$ cat src/rtl/gas_alarm_pkg.sv
// Shared encodings and default tuning constants for the gas alarm controller.
package gas_alarm_pkg;

  // Controller state as seen on the state output.
  typedef enum logic [1:0] {
    StSafe    = 2'd0,
    StWarn    = 2'd1,
    StDanger  = 2'd2,
    StLatched = 2'd3
  } state_e;

  // Per-sample classification of the sensor level.
  typedef enum logic [1:0] {
    ClsSafe   = 2'd0,
    ClsWarn   = 2'd1,
    ClsDanger = 2'd2
  } class_e;

  localparam int unsigned DefPersist     = 4;
  localparam int unsigned DefClearCycles = 16;
  localparam int unsigned DefBeepHalf    = 8;
  localparam int unsigned DefWarnLvl     = 1;
  localparam int unsigned DefDangerLvl   = 4;

  // Level at which the controller jumps straight to DANGER.
  localparam logic [2:0] ForceLvl = 3'd7;

  function automatic class_e classify(input logic [2:0] lvl, input int unsigned warn_lvl,
                                      input int unsigned danger_lvl);
    if (32'(lvl) >= danger_lvl) begin
      return ClsDanger;
    end else if (32'(lvl) >= warn_lvl) begin
      return ClsWarn;
    end
    return ClsSafe;
  endfunction

endpackage

$ cat src/rtl/gas_alarm_beeper.sv
// Square-wave generator for the buzzer. Holding restart keeps the output at a
// steady 1, which the controller uses for the continuous DANGER tone.
module gas_alarm_beeper #(
  parameter int unsigned BEEP_HALF = 8
) (
  input  logic clk_i,
  input  logic rst_i,
  input  logic enable_i,
  input  logic restart_i,
  output logic wave_o
);

  localparam int unsigned HalfW = $clog2(BEEP_HALF + 1);

  logic             wave_q, wave_d;
  logic [HalfW-1:0] cnt_q, cnt_d;

  // Next phase: restart starts a high half-period, otherwise toggle every BEEP_HALF cycles.
  always_comb begin
    wave_d = wave_q;
    cnt_d  = cnt_q;
    if (restart_i) begin
      wave_d = 1'b1;
      cnt_d  = '0;
    end else if (enable_i) begin
      if (cnt_q == HalfW'(BEEP_HALF - 1)) begin
        wave_d = ~wave_q;
        cnt_d  = '0;
      end else begin
        cnt_d = cnt_q + 1'b1;
      end
    end else begin
      wave_d = 1'b0;
      cnt_d  = '0;
    end
  end

  // Phase registers with synchronous reset.
  always_ff @(posedge clk_i) begin
    if (rst_i) begin
      wave_q <= 1'b0;
      cnt_q  <= '0;
    end else begin
      wave_q <= wave_d;
      cnt_q  <= cnt_d;
    end
  end

  assign wave_o = wave_q;

endmodule

$ cat src/rtl/gas_alarm_controller.sv
// Gas alarm controller: debounces classified sensor levels into a four-state
// alarm FSM and drives buzzer, shut-off valve and a saturating alarm counter.
module gas_alarm_controller
  import gas_alarm_pkg::*;
#(
  parameter int unsigned PERSIST      = DefPersist,
  parameter int unsigned CLEAR_CYCLES = DefClearCycles,
  parameter int unsigned BEEP_HALF    = DefBeepHalf,
  parameter int unsigned WARN_LVL     = DefWarnLvl,
  parameter int unsigned DANGER_LVL   = DefDangerLvl
) (
  input  logic       clk,
  input  logic       arst,
  input  logic [2:0] level,
  input  logic       ack,
  output logic [1:0] state,
  output logic       buzzer,
  output logic       valve_close,
  output logic [7:0] alarm_count
);

  localparam int unsigned MaxCnt = (PERSIST > CLEAR_CYCLES) ? PERSIST : CLEAR_CYCLES;
  localparam int unsigned CntW   = $clog2(MaxCnt + 1);

  localparam logic [CntW:0] PersistTh = (CntW + 1)'(PERSIST);
  localparam logic [CntW:0] ClearTh   = (CntW + 1)'(CLEAR_CYCLES);

  state_e          state_q, state_d;
  logic [CntW-1:0] pcnt_q, pcnt_d;
  logic            run_danger_q, run_danger_d;  // which run pcnt is timing while in WARN
  logic            mute_q, mute_d;
  logic            valve_q, valve_d;
  logic [7:0]      count_q, count_d;

  class_e          cls;
  logic [CntW:0]   inc;
  logic [CntW:0]   run;
  logic            danger_tone;
  logic            beep_en;
  logic            beep_restart;

  assign cls = classify(level, WARN_LVL, DANGER_LVL);
  // One extra bit so the comparison against the threshold can never wrap.
  assign inc = {1'b0, pcnt_q} + 1'b1;

  // Next state and persistence counter.
  always_comb begin
    state_d      = state_q;
    pcnt_d       = '0;
    run_danger_d = run_danger_q;
    run          = '0;
    unique case (state_q)
      StSafe: begin
        if (cls != ClsSafe) begin
          if (inc >= PersistTh) state_d = StWarn;
          else                  pcnt_d  = inc[CntW-1:0];
        end
      end
      StWarn: begin
        if (cls == ClsDanger) begin
          run          = (pcnt_q != '0 && run_danger_q) ? inc : (CntW + 1)'(1);
          run_danger_d = 1'b1;
          if (run >= PersistTh) state_d = StDanger;
          else                  pcnt_d  = run[CntW-1:0];
        end else if (cls == ClsSafe) begin
          run          = (pcnt_q != '0 && !run_danger_q) ? inc : (CntW + 1)'(1);
          run_danger_d = 1'b0;
          if (run >= ClearTh) state_d = StSafe;
          else                pcnt_d  = run[CntW-1:0];
        end
      end
      StDanger: begin
        if (cls != ClsDanger) begin
          if (inc >= ClearTh) state_d = StLatched;
          else                pcnt_d  = inc[CntW-1:0];
        end
      end
      StLatched: begin
        // Escalation is checked first so it beats a simultaneous ack.
        if (cls == ClsDanger) begin
          if (inc >= PersistTh) state_d = StDanger;
          else                  pcnt_d  = inc[CntW-1:0];
        end else if (ack && cls == ClsSafe) begin
          state_d = StSafe;
        end
      end
      default: state_d = StSafe;
    endcase

    if (level == ForceLvl && state_q != StDanger) begin
      state_d = StDanger;
    end
    if (state_d != state_q) begin
      pcnt_d = '0;
    end
  end

  // Next values of the registered outputs, all derived from the next state.
  always_comb begin
    mute_d = 1'b0;
    if (state_d == StDanger) begin
      mute_d = mute_q | (ack && state_q == StDanger);
    end
    valve_d = (state_d == StDanger) || (state_d == StLatched);
    count_d = count_q;
    if (state_d == StDanger && state_q != StDanger && count_q != 8'hFF) begin
      count_d = count_q + 8'd1;
    end
    danger_tone  = (state_d == StDanger) && !mute_d;
    beep_en      = (state_d == StWarn) || danger_tone;
    beep_restart = ((state_d == StWarn) && (state_q != StWarn)) || danger_tone;
  end

  // State and output registers with synchronous reset.
  always_ff @(posedge clk) begin
    if (arst) begin
      state_q      <= StSafe;
      pcnt_q       <= '0;
      run_danger_q <= 1'b0;
      mute_q       <= 1'b0;
      valve_q      <= 1'b0;
      count_q      <= '0;
    end else begin
      state_q      <= state_d;
      pcnt_q       <= pcnt_d;
      run_danger_q <= run_danger_d;
      mute_q       <= mute_d;
      valve_q      <= valve_d;
      count_q      <= count_d;
    end
  end

  gas_alarm_beeper #(
    .BEEP_HALF(BEEP_HALF)
  ) u_beeper (
    .clk_i    (clk),
    .rst_i    (arst),
    .enable_i (beep_en),
    .restart_i(beep_restart),
    .wave_o   (buzzer)
  );

  assign state       = state_q;
  assign valve_close = valve_q;
  assign alarm_count = count_q;

endmodule

$ cat config.mk
export PLATFORM = sky130hd
export DESIGN_NAME = gas_alarm_controller
export DESIGN_NICKNAME = d
export VERILOG_FILES = /design/src/rtl/gas_alarm_pkg.sv /design/src/rtl/gas_alarm_beeper.sv /design/src/rtl/gas_alarm_controller.sv
export SDC_FILE = /design/constraint.sdc
export NUM_CORES = 1
export LEC_CHECK = 0
export ABC_AREA = 1
export CAP_MARGIN = 40
export CORE_UTILIZATION = 58
export CTS_CLUSTER_DIAMETER = 120
export DETAILED_ROUTE_END_ITERATION = 10
export PLACE_DENSITY_LB_ADDON = 0.25
export SLEW_MARGIN = 20
export SYNTH_ARGS = -nofsm -noshare
export SYNTH_HDL_FRONTEND = slang
export SYNTH_HIERARCHICAL = 1
export SYNTH_SLANG_ARGS = --single-unit
$ cat constraint.sdc
create_clock -name clk -period 4.1 [get_ports clk]
set_clock_uncertainty 0.05 [all_clocks]
set_input_delay 0.82 -clock clk [delete_from_list [all_inputs] [get_ports clk]]
set_output_delay 0.82 -clock clk [all_outputs]
set_load 0.01 [all_outputs]
==> impl_metrics.tcl, run 1 <==
set metrics [dict create \
    area_growth_syn_to_layout_pct 13.1 \
    cp-start-kind "primary input" \
    dp.final_hpwl_um 2330 \
    globalRoute.totalOverflow 0 \
    finalWorstPathRequiredPeriod_ns 2.96 \
    htreeDepth 1 \
    rsz_0062_raised_after_global_routing "no" \
    max-clock-path-buffers 2 \
    grt_first_pass_wirelength_um 5090 \
    cell_area_power_density_nw_per_um2 341 \
    clock-root-buffer "sky130_fd_sc_hd__clkbuf_4" \
    worstPathMaxFanout 11 \
    numPlacedInstances 245 \
    via_count_of_the_first_global_routing_pass 1286 \
    cts_resized 0 \
    syn-instance-count 206 \
    gp_congestion 0.854 \
    dr.pass1.iters 4 \
    final_nets 232 \
    critical_path.slowest_cell "sky130_fd_sc_hd__clkdlybuf4s50_1" \
    viasPerCell 5.61 \
    timing.fmax_mhz 338 \
    clk-insertion-delay-late_ns 0.31 \
    postSynth.asyncResetShare 0 \
    timing.hold.ws_ns 0.436 \
    cp_max_stage_delay_ns 0.56 \
    leakage_nw 0.669 \
    worstMarginPinSlew_ns 0.616 \
    io_pins 18 \
    num_antenna_cells 0 \
    initial_utilization 0.630 \
    io_buffer_count 17 \
    die_h_um 51.5 \
    placement_rows 17 \
    final_setup_vio_count 0 \
    top_cell_type_by_total_area_after_synthesis "sky130_fd_sc_hd__dfxtp_1" \
    coreArea_um2 2250 \
    timing.critical_path.to_type "flip-flop" \
    die_width_um 51.5 \
    post_cts_hold_buffer_count 0 \
    timing.hold.worst.class "reg -> reg" \
    totalNegativeSetupSlack_ns 0 \
    worst_hold_path_stage_count 1 \
    cts_made_buffers 3 \
    cts_tree "yes" \
    yosys_warns 6 \
    path_common_cell "sky130_fd_sc_hd__nand2_1" \
    synth_ff_type "sky130_fd_sc_hd__dfxtp_1" \
    cts_setup_buffers 0 \
    synth_top_area_frac 0.324 \
    fin_crit_sh 0.723 \
    drt.antenna.violating_nets 0 \
    synth_area_per_cell_um2 6.89 \
    number_of_remaining_drc_errors 0 \
    maximum_number_of_pins_on_one_net_before_global_route_repair 17 \
    final_util 0.713 \
    die-area_um2 2650 \
    first_iter_violations 55 \
    synth-edff-count 0 \
    final_cell_count_no_fill 249 \
    max_slew_violation_count 0 \
    synthesized_nets 216 \
    synth.cells.most_frequent "sky130_fd_sc_hd__nand2_1 (42), sky130_fd_sc_hd__inv_1 (25), sky130_fd_sc_hd__dfxtp_1 (23), sky130_fd_sc_hd__nor2_1 (22), sky130_fd_sc_hd__nand3_1 (18)" \
    drive_gt1_frac 0.0995 \
    peakVddDrop_v 0.000318 \
    most_common_cell_in_the_netlist "sky130_fd_sc_hd__nand2_1" \
    grt.total_usage 0.255 \
    vias 1397 \
    antenna_found_initial 0 \
    clk_pin_slew_ns 0.12 \
    ys_seq_area_frac 0.324 \
    timing_hold_violations_final 0 \
    clock_sink_count 23 \
    post_synth_main_area_contributors "sky130_fd_sc_hd__dfxtp_1 (32%), sky130_fd_sc_hd__nand2_1 (11%), sky130_fd_sc_hd__inv_1 (6.6%)" \
    result_of_the_run "finished, final reports clean" \
    synth-seq-cells 23 \
    cp_cell_sequence "clkdlybuf4s50_1, inv_1, nor4_1, a211oi_2, nand2_1, inv_2, nand2_1, o21ai_1, nor3_2, nand2_2, nor2_1" \
    arrival_ns 3.17 \
    worst-r2r-cell-count 14 \
    route.final.wire_length_um 3060 \
    max_cap_viol_count 0 \
    route.detailed.wl_per_inst_um 12.3 \
    timing.setup.critical_path_class "in -> reg" \
    critical_path_required_ns 4.31 \
    synthesis.area_um2 1420 \
    ys_types 28 \
    relSlewSlack 0.588 \
]
[report_power, final]
group          switching (mW)  total (mW)  internal (mW)
combinational           0.112       0.178         0.0656
sequential             0.0232       0.264          0.241
clock                  0.0685       0.105         0.0365
[final cells by class]
class,count,area (µm²)
flip-flops and latches,23,460
clock inverters,1,5.00
multi-input cells,149,808
inverters,28,105
repair buffers,17,170
well taps,28,35.0
fillers,209,648
clock buffers,3,22.5
[sequential cells by signal, indices dropped and copies added (netlist names)]
signal           flops
alarm_count          8
pcnt_q               5
u_beeper/cnt_q       4
state                2
mute_q               1
run_danger_q         1
u_beeper/wave_o      1
valve_close          1
[worst paths after layout]
check	start	end	slack (ns)
setup reg to reg	pcnt_q[0]$_SDFF_PP0_	u_beeper/cnt_q[2]$_SDFF_PP0_	1.45
hold / removal	u_beeper/cnt_q[0]$_SDFF_PP0_	u_beeper/cnt_q[0]$_SDFF_PP0_	0.44
setup / recovery	level[2]	u_beeper/cnt_q[3]$_SDFF_PP0_	1.14
hold reg to reg	u_beeper/cnt_q[0]$_SDFF_PP0_	u_beeper/cnt_q[0]$_SDFF_PP0_	0.44
[cells by family after synthesis]
kind of cell	Yosys count	share of synthesized area
and+or+nand+nor	111	0.382
adders and majority gates	4	0.0352
DFF	23	0.324
buffers and inverters	34	0.107
AOI/OAI and AO/OA	25	0.100
xor gates and xnor gates	8	0.0493
other	1	0.00264
[critical path, delay by kind of cell]
family,cells,cell delay [ns]
AND/OR/NAND/NOR,6,1.35
buffers and inverters,3,0.81
AO/OA/AOI/OAI,2,0.20
[layer usage]
| layer | vias up | GRT usage | share of wire |
|---|---|---|---|
| met5 | - | 0 | 0 |
| met4 | 0 | 0.126 | 0.015 |
| met3 | 8 | 0.0357 | 0.042 |
| met2 | 36 | 0.476 | 0.54 |
| met1 | 644 | 0.274 | 0.41 |
| li1 | 709 | - | - |
[per-stage QoR]
stage	power (mW)	cell area [µm²]	setup WS, ns
2_1_floorplan	0.394	1420	1.75
3_3_place_gp	0.435	1580	0.910
3_5_place_dp	0.443	1580	0.879
4_1_cts	0.546	1610	1.16
5_1_grt	0.581	1610	0.906
6_report	0.547	1610	1.14
[cell usage in the layout, fill, tap and decap left out, drive strengths merged, types with 3 or more instances in the layout]
| cell | n |
|---|---|
| nand2 | 45 |
| inv | 28 |
| nor2 | 25 |
| dfxtp | 23 |
| nand3 | 21 |
| clkdlybuf4s50 | 17 |
| a21oi | 14 |
| nand4 | 13 |
| o21ai | 8 |
| xor2 | 6 |
| ha | 4 |
| nor3 | 3 |
| clkbuf | 3 |
| nor4 | 3 |
No activity file was read; power rests on OpenSTA's default activity.
==> run 2, diff against run 1 <==
CORE_UTILIZATION = 54   (was 58)
clock period = 3.1 ns   (was 4.1 ns; I/O delays follow)
==> run 2 against run 1 <==
- design area grew 0.62%
- sequential share of layout area shrank 0.18 points
- worst hold slack lost 0.00074 ns
- final cell count grew 1.2%
- power grew 34%
- critical endpoint is now u_beeper/cnt_q[0]$_SDFF_PP0_
==> impl_metrics.tcl, run 2 (synthesis gave the netlist of run 1 again) <==
set metrics [dict create \
    max_cap_viol_count 0 \
    number_of_remaining_drc_errors 0 \
    critical_path_required_ns 3.32 \
    reg2reg_from "pcnt_q[0]$_SDFF_PP0_" \
    timing.setup.critical_path_class "in -> reg" \
    worst-r2r-setup-slack_ns 0.48 \
    totalNegativeSetupSlack_ns 0 \
    globalRoute.totalOverflow 0 \
    result_of_the_run "finished, final reports clean" \
    relSlewSlack 0.570 \
    die_h_um 53.3 \
    arrival_ns 2.91 \
    coreArea_um2 2480 \
    drt.antenna.violating_nets 0 \
    dp.final_hpwl_um 2340 \
    max_slew_violation_count 0 \
    final_setup_vio_count 0 \
    post_cts_hold_buffer_count 0 \
    preCtsSetupSlack_ns 0.0853 \
    critical_path.slowest_cell "sky130_fd_sc_hd__clkdlybuf4s50_1" \
    flip_flop_count_of_the_largest_register_all_copies_and_words_added 8 \
    cts_setup_buffers 0 \
    post-route-worst-setup-slack_ns 0.411 \
    viasPerCell 5.38 \
    num_antenna_cells 0 \
    cts_tree "yes" \
    drive_gt1_frac 0.104 \
    worstMarginPinSlew_ns 0.642 \
    worst-r2r-cell-count 15 \
    via_count_of_the_first_global_routing_pass 1252 \
    grt.total_usage 0.243 \
    io_pins 18 \
    cell_area_power_density_nw_per_um2 452 \
    gp_congestion 0.815 \
    final_cell_count_no_fill 252 \
    timing.hold.worst.class "reg -> reg" \
    numPlacedInstances 248 \
    timing.critical_path.to_type "flip-flop" \
    die_width_um 53.3 \
    clock-root-buffer "sky130_fd_sc_hd__clkbuf_4" \
    placement_rows 18 \
    cp_max_stage_delay_ns 0.49 \
    cts_resized 0 \
    first_iter_violations 27 \
    cts_made_buffers 3 \
    rsz_0062_raised_after_global_routing "no" \
    worstPathMaxFanout 13 \
    cp-start-kind "primary input" \
    worstSetupStartpoint "level[2]" \
    antenna_found_initial 0 \
    max-clock-path-buffers 2 \
    peakVddDrop_v 0.000402 \
    layout.cells.most_common_list "sky130_fd_sc_hd__nand2_1 (42), sky130_fd_sc_hd__inv_1 (25), sky130_fd_sc_hd__dfxtp_1 (23)" \
    route.final.wire_length_um 3070 \
    htreeDepth 1 \
    dr.pass1.iters 4 \
    fin_crit_sh 0.868 \
    initial_utilization 0.573 \
    route.detailed.wl_per_inst_um 12.2 \
    worst_hold_path_stage_count 1 \
    io_buffer_count 17 \
    grt_first_pass_wirelength_um 5060 \
    timing_hold_violations_final 0 \
    clock_sink_count 23 \
    timing.fmax_mhz 372 \
    critPathBufInv 3 \
    cp_cell_sequence "clkdlybuf4s50_1, nor3_2, inv_1, nor2_1, a21oi_1, nand2_1, nand4_1, nand2_2, inv_1, nand2_1, o21ai_1, nor3_2, nand2_2, nor2_1" \
    finalWorstPathRequiredPeriod_ns 2.69 \
    vias 1357 \
    die-area_um2 2840 \
    area_growth_syn_to_layout_pct 13.8 \
    leakage_nw 0.674 \
    worstSetupPathDepth 14 \
    min_delay_worst_endpoint "u_beeper/cnt_q[0]$_SDFF_PP0_" \
    final_nets 233 \
    crit-reg2reg-capture "u_beeper/cnt_q[0]$_SDFF_PP0_" \
    clk_pin_slew_ns 0.14 \
    worst_path_dominant_cell_family "simple AND/OR/NAND/NOR gates" \
    overall_power_consumption_mw 0.731 \
    clk-insertion-delay-late_ns 0.32 \
    maximum_number_of_pins_on_one_net_before_global_route_repair 17 \
    mostFrequentLayoutCell "sky130_fd_sc_hd__nand2_1" \
    hold_path.startpoint "u_beeper/cnt_q[0]$_SDFF_PP0_" \
]
-- run 2: routing by layer --
metal	wire length [µm]	vias to the layer above	track usage
met2	1610	25	0.475
li1	-	705	-
met3	81	2	0.0201
met4	14	0	0.0702
met1	1370	625	0.269
met5	0	-	0
-- run 2: worst max path at each step --
stage,end
final,u_beeper/cnt_q[0]$_SDFF_PP0_
after global routing,u_beeper/cnt_q[0]$_SDFF_PP0_
after CTS,u_beeper/cnt_q[0]$_SDFF_PP0_
after detailed placement,u_beeper/cnt_q[0]$_SDFF_PP0_
after global placement,u_beeper/cnt_q[1]$_SDFF_PP0_
after floorplan,u_beeper/cnt_q[2]$_SDFF_PP0_
-- run 2: cell type report --
class / count / area [µm²]
inverters: 28 / 105
multi-input cells: 149 / 808
clock buffers: 3 / 22.5
flip-flops and latches: 23 / 460
well taps: 30 / 37.5
clock inverters: 1 / 5.00
fillers: 228 / 861
repair buffers: 18 / 178
-- run 2: where the power goes --
part           total [mW]  switching [mW]  leakage [nW]  internal [mW]
Sequential          0.349          0.0304         0.187          0.319
Combinational       0.237           0.147         0.469         0.0903
Clock               0.145          0.0969        0.0177         0.0483
Total               0.731           0.274         0.674          0.457
-- run 2: stage by stage --
stage                     utilization  hold slack [ns]  area (µm²)
final                           0.653            0.435        1620
after global routing            0.653            0.462        1620
after CTS                       0.653            0.435        1620
after detailed placement        0.641            0.409        1590
after global placement          0.641            0.390        1590
after floorplan                     -            0.380        1420
==> run 3, diff against run 2 <==
REMOVE_ABC_BUFFERS = 1   (was default)
==> run 3 against run 2 <==
- sequential cell count did not move
- sequential power about the same
- sequential share of layout area shrank 0.13 points
- final cell count up 0.40%
- register-to-register slack better by 0.16 ns
- global-route usage rose by 0.64 points
- first-iteration DRC count increased by 130%
- largest cell class unchanged
- highest routed layer unchanged
==> impl_metrics.tcl, run 3 (synthesis gave the netlist of run 1 again) <==
set metrics [dict create \
    result_of_the_run "finished, final reports clean" \
    worstMarginPinSlew_ns 0.622 \
    clock-root-buffer "sky130_fd_sc_hd__clkbuf_4" \
    timing.fmax_mhz 392 \
    viasPerCell 5.57 \
    dp.final_hpwl_um 2400 \
    fin_crit_sh 0.823 \
    fill_cells 236 \
    io_buffer_count 17 \
    worstPathMaxFanout 5 \
    htreeDepth 1 \
    maximum_number_of_pins_on_one_net_before_global_route_repair 17 \
    worst_hold_path_stage_count 1 \
    dr.pass1.iters 4 \
    layout.cells.most_common_list "sky130_fd_sc_hd__nand2_1 (42), sky130_fd_sc_hd__inv_1 (25), sky130_fd_sc_hd__dfxtp_1 (23)" \
    gp_congestion 0.872 \
    timing.hold.worst.class "reg -> reg" \
    totalNegativeSetupSlack_ns 0 \
    timing.critical_path.to_type "flip-flop" \
    leakage_nw 0.679 \
    final_nets 234 \
    worst-r2r-cell-count 17 \
    finalWorstPathRequiredPeriod_ns 2.55 \
    coreArea_um2 2480 \
    max_slew_violation_count 0 \
    rsz_0062_raised_after_global_routing "no" \
    timing.setup.critical_path_class "in -> reg" \
    cts_setup_buffers 0 \
    peakVddDrop_v 0.000452 \
    cts_resized 0 \
    grt_first_pass_wirelength_um 5140 \
    initial_utilization 0.573 \
    vias 1409 \
    area_growth_syn_to_layout_pct 14.4 \
    combined_area_of_the_multi_input_logic_cells_um2 808 \
    mostFrequentLayoutCell "sky130_fd_sc_hd__nand2_1" \
    arrival_ns 2.76 \
    critical_path_required_ns 3.31 \
    relSlewSlack 0.584 \
    die_h_um 53.3 \
    post_cts_hold_buffer_count 0 \
    number_of_remaining_drc_errors 0 \
    io_pins 18 \
    via_count_of_the_first_global_routing_pass 1292 \
    antenna_found_initial 0 \
    cell_area_power_density_nw_per_um2 452 \
    overall_power_consumption_mw 0.735 \
    clk-insertion-delay-late_ns 0.31 \
    clk_pin_slew_ns 0.12 \
    die_width_um 53.3 \
    globalRoute.totalOverflow 0 \
    clock_sink_count 23 \
    num_antenna_cells 0 \
    seqCellArea_um2 460 \
    grt.total_usage 0.249 \
    placement_rows 18 \
    first_iter_violations 61 \
    drive_gt1_frac 0.108 \
    max-clock-path-buffers 2 \
    die-area_um2 2840 \
    cts_made_buffers 3 \
    drt.antenna.violating_nets 0 \
    cp-start-kind "primary input" \
    route.final.wire_length_um 3240 \
    route.detailed.wl_per_inst_um 12.8 \
    flip_flop_count_of_the_largest_register_all_copies_and_words_added 8 \
    max_cap_viol_count 0 \
    cts_tree "yes" \
    final_setup_vio_count 0 \
    timing_hold_violations_final 0 \
]
[run 3: cell count changes in the layout (fill, tap and decap cells not counted)]
cell,before,now
sky130_fd_sc_hd__buf_4,1,2
[run 3: per-stage QoR]
| stage | instances | setup WS, ns | hold slack, ns | util | cell area, µm² |
|---|---|---|---|---|---|
| 6_report | 253 | 0.550 | 0.443 | 0.656 | 1620 |
| 2_1_floorplan | 200 | 0.917 | 0.380 | - | 1370 |
| 4_1_cts | 253 | 0.571 | 0.446 | 0.656 | 1620 |
| 3_3_place_gp | 249 | 0.351 | 0.394 | 0.644 | 1600 |
| 3_5_place_dp | 249 | 0.246 | 0.415 | 0.644 | 1600 |
| 5_1_grt | 253 | 0.387 | 0.468 | 0.656 | 1620 |
[run 3: power by group]
part	switching (mW)	internal, mW	total, mW	leakage, nW
combinational	0.152	0.0943	0.246	0.474
sequential	0.0293	0.319	0.348	0.187
clock	0.0926	0.0483	0.141	0.0177
[run 3: per-layer routing]
layer	global-route usage	routed length (µm)	up-vias
met5	0	0	-
met3	0.0489	138	4
li1	-	-	710
met4	0.105	31	0
met2	0.456	1670	44
met1	0.272	1400	651
[run 3: area by class of cell]
class	count	share of cell area
repair buffers	19	0.114
well taps	30	0.0231
clock inverters	1	0.00308
flip-flops and latches	23	0.284
multi-input cells	149	0.498
inverters	28	0.0647
clock buffers	3	0.0139
[run 3: path summary, 6_finish.rpt]
check,start,slack [ns],endpoint
setup reg to reg,pcnt_q[0]$_SDFF_PP0_,0.64,u_beeper/wave_o$_SDFFE_PP0P_
hold reg to reg,u_beeper/cnt_q[0]$_SDFF_PP0_,0.44,u_beeper/cnt_q[0]$_SDFF_PP0_
setup / recovery,level[2],0.55,u_beeper/cnt_q[1]$_SDFF_PP0_
hold / removal,u_beeper/cnt_q[0]$_SDFF_PP0_,0.44,u_beeper/cnt_q[0]$_SDFF_PP0_
[run 3: worst max-delay path, cell delays in order]
cell	delay, ns
sky130_fd_sc_hd__clkdlybuf4s50_1	0.50
sky130_fd_sc_hd__nor3_2	0.32
sky130_fd_sc_hd__inv_1	0.12
sky130_fd_sc_hd__nor2_1	0.15
sky130_fd_sc_hd__a21oi_1	0.08
sky130_fd_sc_hd__nand2_1	0.06
sky130_fd_sc_hd__nand4_1	0.09
sky130_fd_sc_hd__nand2_2	0.10
sky130_fd_sc_hd__inv_1	0.07
sky130_fd_sc_hd__nand2_1	0.08
sky130_fd_sc_hd__o21ai_1	0.10
sky130_fd_sc_hd__nor3_2	0.25
sky130_fd_sc_hd__nand2_2	0.10
sky130_fd_sc_hd__nor2_1	0.10
